===== config.mk =====
export PLATFORM = sky130hd
export DESIGN_NAME = wb_fpga_cfg_loader_flat
export DESIGN_NICKNAME = d
export VERILOG_FILES = /design/src/rtl/wb_fpga_cfg_loader_if.sv /design/src/rtl/wb_fpga_cfg_loader.sv /design/src/flat_wrapper.sv
export SDC_FILE = /design/constraint.sdc
export NUM_CORES = 1
export LEC_CHECK = 0
export BUFFER_PORTS_ARGS = -buffer_cell sky130_fd_sc_hd__buf_4
export CORE_MARGIN = 1
export CORE_UTILIZATION = 40
export DETAILED_ROUTE_END_ITERATION = 10
export HOLD_SLACK_MARGIN = 0.12
export REMOVE_ABC_BUFFERS = 1
export SLEW_MARGIN = 20
export SYNTH_ARGS = -nofsm -noshare
export SYNTH_HDL_FRONTEND = slang
export SYNTH_SLANG_ARGS = --single-unit

===== constraint.sdc =====
create_clock -name wb_clk_i -period 9.9 [get_ports wb_clk_i]
set_clock_uncertainty 0.2 [all_clocks]
set_input_delay 0.99 -clock wb_clk_i [delete_from_list [all_inputs] [get_ports wb_clk_i]]
set_output_delay 0.99 -clock wb_clk_i [all_outputs]
set_load 0.005 [all_outputs]

===== src/rtl/wb_fpga_cfg_loader_if.sv =====
// Wishbone slave bus bundle for the configuration loader.
// Signal names follow the Caravel wishbone slave port.
interface wb_fpga_cfg_loader_if;
   logic        wbs_stb_i;
   logic        wbs_cyc_i;
   logic        wbs_we_i;
   logic [3:0]  wbs_sel_i;
   logic [31:0] wbs_dat_i;
   logic [31:0] wbs_adr_i;
   logic        wbs_ack_o;
   logic [31:0] wbs_dat_o;

   modport slave (
      input  wbs_stb_i, wbs_cyc_i, wbs_we_i, wbs_sel_i, wbs_dat_i, wbs_adr_i,
      output wbs_ack_o, wbs_dat_o
   );

   modport master (
      output wbs_stb_i, wbs_cyc_i, wbs_we_i, wbs_sel_i, wbs_dat_i, wbs_adr_i,
      input  wbs_ack_o, wbs_dat_o
   );
endinterface


===== src/rtl/wb_fpga_cfg_loader.sv =====
// Wishbone-fed bitstream loader: a word FIFO drains into NUM_CHAINS parallel
// configuration scan chains, followed by a one-cycle latch pulse.
module wb_fpga_cfg_loader #(
   parameter logic [31:0] BASE_ADDR  = 32'h3000_0000,
   parameter int          NUM_CHAINS = 4,
   parameter int          FIFO_DEPTH = 8,
   parameter int          CNT_W      = 20
) (
   input  logic                   wb_clk_i,
   input  logic                   wb_rst_i,
   wb_fpga_cfg_loader_if.slave    wb,
   output logic [NUM_CHAINS-1:0]  cfg_data_o,
   output logic                   cfg_en_o,
   output logic                   cfg_latch_o,
   output logic                   cfg_busy_o
);
   localparam int SLICES = 32 / NUM_CHAINS;
   localparam int SL_W   = (SLICES > 1) ? $clog2(SLICES) : 1;
   localparam int PTR_W  = $clog2(FIFO_DEPTH);
   localparam logic [SL_W-1:0] LAST_SLICE = SL_W'(SLICES - 1);

   typedef enum logic [1:0] {S_IDLE, S_LOAD, S_SHIFT} state_t;

   state_t            r_state, w_state_nxt;
   logic              r_ack, r_wr_en, r_busy, r_done, r_under, r_latch;
   logic [1:0]        r_wr_reg;
   logic [31:0]       r_wr_dat, r_rdat, w_rdat, r_sreg;
   logic [CNT_W-1:0]  r_len, r_remaining;
   logic [SL_W-1:0]   r_slice;
   logic [31:0]       r_mem [FIFO_DEPTH];
   logic [PTR_W-1:0]  r_wptr, r_rptr;
   logic [PTR_W:0]    r_count;
   logic              w_req, w_hit, w_stall, w_grant, w_full, w_empty;
   logic              w_abort, w_start, w_push, w_pop, w_finish, w_set_under;
   logic              w_unused_bits;

   assign w_unused_bits = ^{wb.wbs_sel_i, wb.wbs_adr_i[1:0]};

   // Bus side: requests are granted one cycle early and executed in the ack cycle.
   assign w_req   = wb.wbs_stb_i & wb.wbs_cyc_i & ~r_ack;
   assign w_hit   = (wb.wbs_adr_i[31:4] == BASE_ADDR[31:4]);
   assign w_full  = (r_count == (PTR_W+1)'(FIFO_DEPTH));
   assign w_empty = (r_count == '0);
   assign w_stall = w_hit & wb.wbs_we_i & (wb.wbs_adr_i[3:2] == 2'd2) & w_full;
   assign w_grant = w_req & ~w_stall;

   assign w_abort = r_wr_en & (r_wr_reg == 2'd0) & r_wr_dat[1];
   assign w_start = r_wr_en & (r_wr_reg == 2'd0) & r_wr_dat[0] & ~r_wr_dat[1];
   assign w_push  = r_wr_en & (r_wr_reg == 2'd2);

   // NOTE: every output of a combinational block gets a default first, so no path leaves it unassigned and no latch is inferred.
   always_comb begin
      w_rdat = '0;
      case (wb.wbs_adr_i[3:2])
         2'd0:    w_rdat[1:0] = {r_done, r_busy};
         2'd1:    w_rdat[CNT_W-1:0] = r_len;
         2'd3: begin
            w_rdat[4:0]  = {r_under, w_empty, w_full, r_done, r_busy};
            w_rdat[15:8] = 8'(r_count);
         end
         default: w_rdat = '0;
      endcase
   end

   // NOTE: state registers use non-blocking assignments so every flop samples pre-edge values.
   always_ff @(posedge wb_clk_i) begin
      if (wb_rst_i) begin
         r_ack    <= 1'b0;
         r_rdat   <= '0;
         r_wr_en  <= 1'b0;
         r_wr_reg <= '0;
         r_wr_dat <= '0;
         r_len    <= '0;
      end else begin
         r_ack    <= w_grant;
         r_rdat   <= (w_grant & ~wb.wbs_we_i & w_hit) ? w_rdat : '0;
         r_wr_en  <= w_grant & wb.wbs_we_i & w_hit;
         r_wr_reg <= wb.wbs_adr_i[3:2];
         r_wr_dat <= wb.wbs_dat_i;
         if (r_wr_en && r_wr_reg == 2'd1) r_len <= r_wr_dat[CNT_W-1:0];
      end
   end

   assign wb.wbs_ack_o = r_ack;
   assign wb.wbs_dat_o = r_rdat;

   always_ff @(posedge wb_clk_i) begin
      if (wb_rst_i || w_abort) begin
         r_wptr  <= '0;
         r_rptr  <= '0;
         r_count <= '0;
      end else begin
         if (w_push) r_wptr <= r_wptr + PTR_W'(1);
         if (w_pop)  r_rptr <= r_rptr + PTR_W'(1);
         r_count <= r_count + (PTR_W+1)'(w_push) - (PTR_W+1)'(w_pop);
      end
   end

   // NOTE: the FIFO storage has no reset; the pointers and count alone define its contents.
   always_ff @(posedge wb_clk_i) begin
      if (w_push) r_mem[r_wptr] <= r_wr_dat;
   end

   always_comb begin
      w_state_nxt = r_state;
      w_pop       = 1'b0;
      w_finish    = 1'b0;
      w_set_under = 1'b0;
      case (r_state)
         S_IDLE: begin
            if (w_start) begin
               w_state_nxt = (r_len == '0) ? S_IDLE : S_LOAD;
               w_finish    = (r_len == '0);
            end
         end
         S_LOAD: begin
            if (!w_empty) begin
               w_pop       = 1'b1;
               w_state_nxt = S_SHIFT;
            end else begin
               w_set_under = 1'b1;
            end
         end
         S_SHIFT: begin
            if (r_remaining == CNT_W'(1)) begin
               w_state_nxt = S_IDLE;
               w_finish    = 1'b1;
            end else if (r_slice == LAST_SLICE) begin
               if (!w_empty) w_pop = 1'b1;
               else          w_state_nxt = S_LOAD;
            end
         end
         default: w_state_nxt = S_IDLE;
      endcase
      if (w_abort) begin
         w_state_nxt = S_IDLE;
         w_pop       = 1'b0;
         w_finish    = 1'b0;
      end
   end

   always_ff @(posedge wb_clk_i) begin
      if (wb_rst_i) begin
         r_state     <= S_IDLE;
         r_busy      <= 1'b0;
         r_latch     <= 1'b0;
         r_done      <= 1'b0;
         r_under     <= 1'b0;
         r_remaining <= '0;
         r_slice     <= '0;
         r_sreg      <= '0;
      end else begin
         r_state <= w_state_nxt;
         r_busy  <= (w_state_nxt != S_IDLE);
         r_latch <= w_finish;
         if (r_state == S_IDLE && w_start) begin
            r_done      <= 1'b0;
            r_under     <= 1'b0;
            r_remaining <= r_len;
         end
         if (w_finish)    r_done  <= 1'b1;
         if (w_set_under) r_under <= 1'b1;
         if (r_state == S_SHIFT) begin
            r_remaining <= r_remaining - CNT_W'(1);
            r_slice     <= r_slice + SL_W'(1);
            r_sreg      <= r_sreg >> NUM_CHAINS;
         end
         // A pop in the last-slice cycle reloads the word with no bubble.
         if (w_pop) begin
            r_sreg  <= r_mem[r_rptr];
            r_slice <= '0;
         end
      end
   end

   assign cfg_en_o    = (r_state == S_SHIFT);
   assign cfg_data_o  = cfg_en_o ? r_sreg[NUM_CHAINS-1:0] : '0;
   assign cfg_latch_o = r_latch;
   assign cfg_busy_o  = r_busy;
endmodule

===== src/flat_wrapper.sv =====
// flat-port wrapper written by rule: the top's interface ports become plain ports
module wb_fpga_cfg_loader_flat 
#(
   parameter logic [31:0] BASE_ADDR  = 32'h3000_0000,
   parameter int          NUM_CHAINS = 4,
   parameter int          FIFO_DEPTH = 8,
   parameter int          CNT_W      = 20
)
  (wb_clk_i, wb_rst_i, cfg_data_o, cfg_en_o, cfg_latch_o, cfg_busy_o, wb_wbs_stb_i, wb_wbs_cyc_i, wb_wbs_we_i, wb_wbs_sel_i, wb_wbs_dat_i, wb_wbs_adr_i, wb_wbs_ack_o, wb_wbs_dat_o);
  wb_fpga_cfg_loader_if wb_i ();
  input  logic wb_clk_i;
  input  logic wb_rst_i;
  output logic [NUM_CHAINS-1:0] cfg_data_o;
  output logic cfg_en_o;
  output logic cfg_latch_o;
  output logic cfg_busy_o;
  input wire logic [$bits(wb_i.wbs_stb_i)-1:0] wb_wbs_stb_i;
  input wire logic [$bits(wb_i.wbs_cyc_i)-1:0] wb_wbs_cyc_i;
  input wire logic [$bits(wb_i.wbs_we_i)-1:0] wb_wbs_we_i;
  input wire logic [$bits(wb_i.wbs_sel_i)-1:0] wb_wbs_sel_i;
  input wire logic [$bits(wb_i.wbs_dat_i)-1:0] wb_wbs_dat_i;
  input wire logic [$bits(wb_i.wbs_adr_i)-1:0] wb_wbs_adr_i;
  output wire logic [$bits(wb_i.wbs_ack_o)-1:0] wb_wbs_ack_o;
  output wire logic [$bits(wb_i.wbs_dat_o)-1:0] wb_wbs_dat_o;
  assign wb_i.wbs_stb_i = wb_wbs_stb_i;
  assign wb_i.wbs_cyc_i = wb_wbs_cyc_i;
  assign wb_i.wbs_we_i = wb_wbs_we_i;
  assign wb_i.wbs_sel_i = wb_wbs_sel_i;
  assign wb_i.wbs_dat_i = wb_wbs_dat_i;
  assign wb_i.wbs_adr_i = wb_wbs_adr_i;
  assign wb_wbs_ack_o = wb_i.wbs_ack_o;
  assign wb_wbs_dat_o = wb_i.wbs_dat_o;
  wb_fpga_cfg_loader #(.BASE_ADDR(BASE_ADDR), .NUM_CHAINS(NUM_CHAINS), .FIFO_DEPTH(FIFO_DEPTH), .CNT_W(CNT_W)) u_core (.wb_clk_i(wb_clk_i), .wb_rst_i(wb_rst_i), .wb(wb_i), .cfg_data_o(cfg_data_o), .cfg_en_o(cfg_en_o), .cfg_latch_o(cfg_latch_o), .cfg_busy_o(cfg_busy_o));
endmodule

==> Yosys cells after proc, flatten, opt, wreduce, memory -nomap -nowiden <==
Memory sizes are Yosys's and may differ from the RTL's. A register that Yosys moved wholly into a read port is not among the register bits.
Index checks and enable logic that the tools add are counted.
{ "classes": {"add_sub_neg": 6, "n_eq_ne": 11, "n_mux": 34, "bitwise_logic": 21, "n_reduce_logical": 17} }
{ "op_table": {"columns": ["cell", "count"], "rows": [
  ["$mux 32", 2],
  ["$mux 20", 2],
  ["$eq 28x26->1 const B", 1],
  ["$eq 20x1->1 const B", 1],
  ["$logic_not 20->1", 1],
  ["$sub 20x1->20 const B", 1],
  ["$pmux 8 s2", 1],
  ["$and 1x1->1", 15],
  ["$mux 1", 15],
  ["$mux 2", 6],
  ["$reduce_bool 2->1", 5],
  ["$add 3x1->3 const B", 3],
  ["$eq 2x2->1 const B", 4],
  ["$eq 2x1->1 const B", 3],
  ["$logic_not 2->1", 3],
  ["$mux 3", 2],
  ["$not 1->1", 6],
  ["$pmux 2 s3", 1],
  ["$pmux 3 s2", 1],
  ["$reduce_or 2->1", 3],
  ["$add 4x1->4", 1],
  ["$eq 4x4->1 const B", 1],
  ["$logic_not 4->1", 1],
  ["$mux 4", 1],
  ["7 further kinds", 9]
]} }
{ "word_totals": {"reg_bits": 159, "ram_bits": 256, "word_cells": 109, "mem_count": 1} }
{ "memory_table": {"columns": ["name", "words", "width", "rd", "rd_clocked_by_memory_dff", "wr", "line", "rtl"], "rows": [
  ["u_core.r_mem", 8, 32, 1, 1, 1, "wb_fpga_cfg_loader.sv:30", "logic [31:0] r_mem [FIFO_DEPTH];"]
]} }

==> Logic depth before layout (Yosys ltp) <==
{ "logic_depth": {"ltp_word": 10, "ltp_mapped": 15} }

==> Worst setup path before layout <==
OpenSTA, ideal clock, no wires.
{ "synth_path": {"path_type": "reg-to-reg", "from": "register u_core.r_wr_reg[1]", "to": "memory u_core.r_mem[0][0], enable pin", "arrival_ns": 3.059, "required_ns": 9.239, "path_slack_ns": 6.179, "path_stages_with_launch": 5, "n_path_buf": 1, "synth_period_minus_slack_ns": 3.721, "path_cell_list": "dfxtp_1 -> and3b_1 -> clkbuf_1 -> nand2b_1 -> nor3_1"} }
{ "synth_via": {"elab_chain_len": 4} }
{ "synth_rtl": {"columns": ["item", "line", "rtl"], "rows": [
  ["from (decl)", "wb_fpga_cfg_loader.sv:26", "logic [1:0] r_wr_reg;"],
  ["from (signal assigned)", "wb_fpga_cfg_loader.sv:78", "r_wr_reg <= wb.wbs_adr_i[3:2];"],
  ["$eq 2x2->1", "wb_fpga_cfg_loader.sv:49", "assign w_push = r_wr_en & (r_wr_reg == 2'd2);"],
  ["$and 1x1->1", "wb_fpga_cfg_loader.sv:49", null],
  ["net u_core.w_push", "wb_fpga_cfg_loader.sv:34", "logic w_abort, w_start, w_push, w_pop, w_finish, w_set_under;"],
  ["$mux 1", "wb_fpga_cfg_loader.sv:101", "if (w_push) r_mem[r_wptr] <= r_wr_dat;"],
  ["$mux 1 (not written as such)", "wb_fpga_cfg_loader.sv:101", null],
  ["to (decl)", "wb_fpga_cfg_loader.sv:30", null]
]} }
The timed path passes the listed nets, and every way through them passes these cells.

==> Worst setup path in the final report <==
{ "layout_path": {"from": "register u_core.r_state[0]", "to": "output port cfg_data_o[0]"} }
{ "layout_via": {"elab_chain_len": 2} }
{ "layout_rtl": {"columns": ["item", "line", "rtl"], "rows": [
  ["from (decl)", "wb_fpga_cfg_loader.sv:24", "state_t r_state, w_state_nxt;"],
  ["from (signal assigned)", "wb_fpga_cfg_loader.sv:153", "r_state <= w_state_nxt;"],
  ["$eq 2x2->1", "wb_fpga_cfg_loader.sv:176", "assign cfg_en_o = (r_state == S_SHIFT);"],
  ["$mux 4", "wb_fpga_cfg_loader.sv:177", "assign cfg_data_o = cfg_en_o ? r_sreg[NUM_CHAINS-1:0] : '0;"],
  ["to (decl)", "flat_wrapper.sv:13", "output logic [NUM_CHAINS-1:0] cfg_data_o;"]
]} }
No other way between the ends.

==> metrics.txt <==
maximum VDD drop approximately 110 uV; min-delay src u_core.r_done; leak pwr between 6 and 7 nW; number of flops mapped to enable cells by yosys 256; Storage cell area 10700 um2; CTS Sinks 406; clk buf depth 3; I/O Buffers 94; biggest regs u_core.r_mem x256, u_core.r_sreg x32, u_core.r_wr_dat x32; drt via density around 5.3; WP data arrival roughly 2.3 ns; count of different cell masters after synthesis 66; simple-gate share of the synthesized area under 10%; final setup vio count 0; GRT Util Overall around 18%; RSZ-0062 raised after global routing no; total number of placement rows 73; Routability Congestion 0.831; Cell Count Post-Placement between 1500 and 2000; mux cell area share after synthesis between 10% and 20%; Tcrit/Tclk final roughly a third; Slew Limit Fails 0; Post-Synth XOR/XNOR Area 0.327%; Synth Instances between 1000 and 1500; final net count about 1200; H-tree Lvls 2; routed len/inst approximately 21 um; Starting Density between 40% and 50%; Clock Latency Late Sink 0.55 ns; worst setup path category reg2out; Crit Path Max Fanout 49; number of global-route vias before repair ~9000; Worst-path clk slew approximately 0.060 ns; die height about 200 um; maximum capacitance violations 0; Post-Route Setup TNS 0 ns; most flop-heavy register u_core.r_mem; commonest non-fill, non-tap cell in the layout edfxtp_1; Hold Crit Depth 2; Post-Syn Area ~16000 um2; post-cts sizing count 0; share of cells above drive strength 1 27.9%; register area share after synthesis about two thirds; largest net degree at the start of global routing approximately 60; critical path capture point type primary output; CTS Hold Bufs 0; pwr/cell area roughly 180 nW/um2; hold crit path type reg2reg; DRT Pass-1 Iters 5; final hold vios 0; FFs w/ async S/R, synth 0%; outcome completed; number of synthesized register bits ~400; Finished Layout Cells ~1700; r2r worst-path depth 12; register-to-register setup slack 6.65 ns; Worst R2R Start u_core.r_remaining[0]; Peak Freq approximately 290 MHz; Max-slew headroom between 30% and 40%; grt met1 use between 20 and 25%; WL final 35.4 mm; CTS Buf Count 43; startpoint types flip-flop; CTS tree yes; Clock Root Buffer clkbuf_16; Die ar. roughly 40000 um2; Ports around 110; DIE WIDTH between 200 and 250 um; Iter 0 DRT Violations 552; Antenna Cells 0; max FFs per register 256; busiest metal layer after global routing met2; Vias roughly 9000; core area just under 40000 um2; first-pass GRT wire length roughly 55 mm; Hold EP u_core.r_done; Post-Synth Adder-Cell Area under 10%; Synth Warn # 0; commonest non-fill, non-tap cells in the layout edfxtp_1, dfxtp_1, buf_4; Area growth syn-to-layout 16.1%; average cell area after synthesis between 15 and 20 um2; Antenna Nets Post-Route 0; Tightest Pin Transition slightly below 1 ns; main combinational cell family by area after synthesis multiplexers; GR Util met2 29.1%; grt ovf 0; number of fill cells about 3500; Final min period around 3.5 ns; FF-to-FF End u_core.r_count[2]; met3 Use GR about 2.8%; DRC violations left 0; Synth Flop Type edfxtp_1; Setup Buffers After CTS 0; Required @ worst endpoint 8.71 ns; DP HPWL approximately 20 mm; initial antenna violation count 0; post-synthesis compound-gate area fraction between 6 and 7%; area of the multi-input gates 5020 um2
==> cell usage after synthesis, types with 20 or more instances <==
master | n | area, um2
edfxtp_1 | 256 | 7690
mux2_2 | 30 | 338
mux4_2 | 64 | 1440
ha_1 | 20 | 250
mux2i_1 | 35 | 350
nor2b_1 | 33 | 206
a211oi_2 | 28 | 350
nor2_1 | 38 | 143
dfxtp_1 | 150 | 3000
nor4_1 | 21 | 131
clkbuf_1 | 40 | 150
nand2_1 | 60 | 225
nor3_1 | 51 | 255
a21oi_1 | 47 | 235
==> cells by family after synthesis <==
logic type | count (synthesis)
and+or+nand+nor | 267
DFF | 406
other | 1
adders and majority gates | 21
xor gates and xnor gates | 6
muxes | 129
AOI/OAI and AO/OA | 132
buffers and inverters | 91
==> worst max-delay path, cell delays in order, from the launching register on <==
cell	delay [ns]
dfxtp_1	0.36
inv_1	0.10
ha_2	0.19
buf_4	0.63
and2_1	0.31
buf_4	0.14
==> report_power, final <==
group / internal, W / switching [W]
sequential: 0.00180 / 0.0000170
combinational: 0.0000223 / 0.0000205
clock: 0.000920 / 0.000644
total: 0.00275 / 0.000682
==> cell type report <==
class	instances	share of cell area (%)
timing repair buffer	113	4.54
tap	525	3.52
clock inverter	19	0.931
multi-input combinational	567	26.9
inverter	17	0.342
clock buffer	61	6.55
sequential	406	57.3
==> stage by stage <==
| stage | area [um2] | utilization (%) | total power (W) | worst slack [ns] | hold WS, ns |
|---|---|---|---|---|---|
| after floorplan | 15700 | - | 0.00186 | 5.62 | 0.242 |
| after global placement | 17300 | 43.5 | 0.00190 | 6.54 | 0.266 |
| after detailed placement | 17300 | 43.5 | 0.00190 | 6.54 | 0.266 |
| after CTS | 18700 | 47.0 | 0.00347 | 6.39 | 0.278 |
| after global routing | 18700 | 47.0 | 0.00354 | 6.29 | 0.312 |
| final | 18700 | 47.0 | 0.00343 | 6.42 | 0.277 |
==> layer usage <==
metal | routed length [um] | up-vias
li1 | - | 4213
met1 | 16300 | 4593
met2 | 17100 | 173
met3 | 1340 | 42
met4 | 600 | 0
met5 | 0 | -
==> worst max-delay path by stage <==
stage | from | to | slack, ns | cells past startpoint
final | u_core.r_state[0] | cfg_data_o[0] | 6.42 | 5
after global routing | u_core.r_state[0] | cfg_data_o[0] | 6.29 | 5
after CTS | u_core.r_state[0] | cfg_data_o[0] | 6.39 | 5
after detailed placement | wb_rst_i | u_core.wb.wbs_dat_o[2] | 6.54 | 8
after global placement | wb_rst_i | u_core.wb.wbs_dat_o[2] | 6.54 | 8
after floorplan | u_core.r_state[0] | u_core.r_count[1] | 5.62 | 11
No activity file was read; power rests on OpenSTA's default activity.
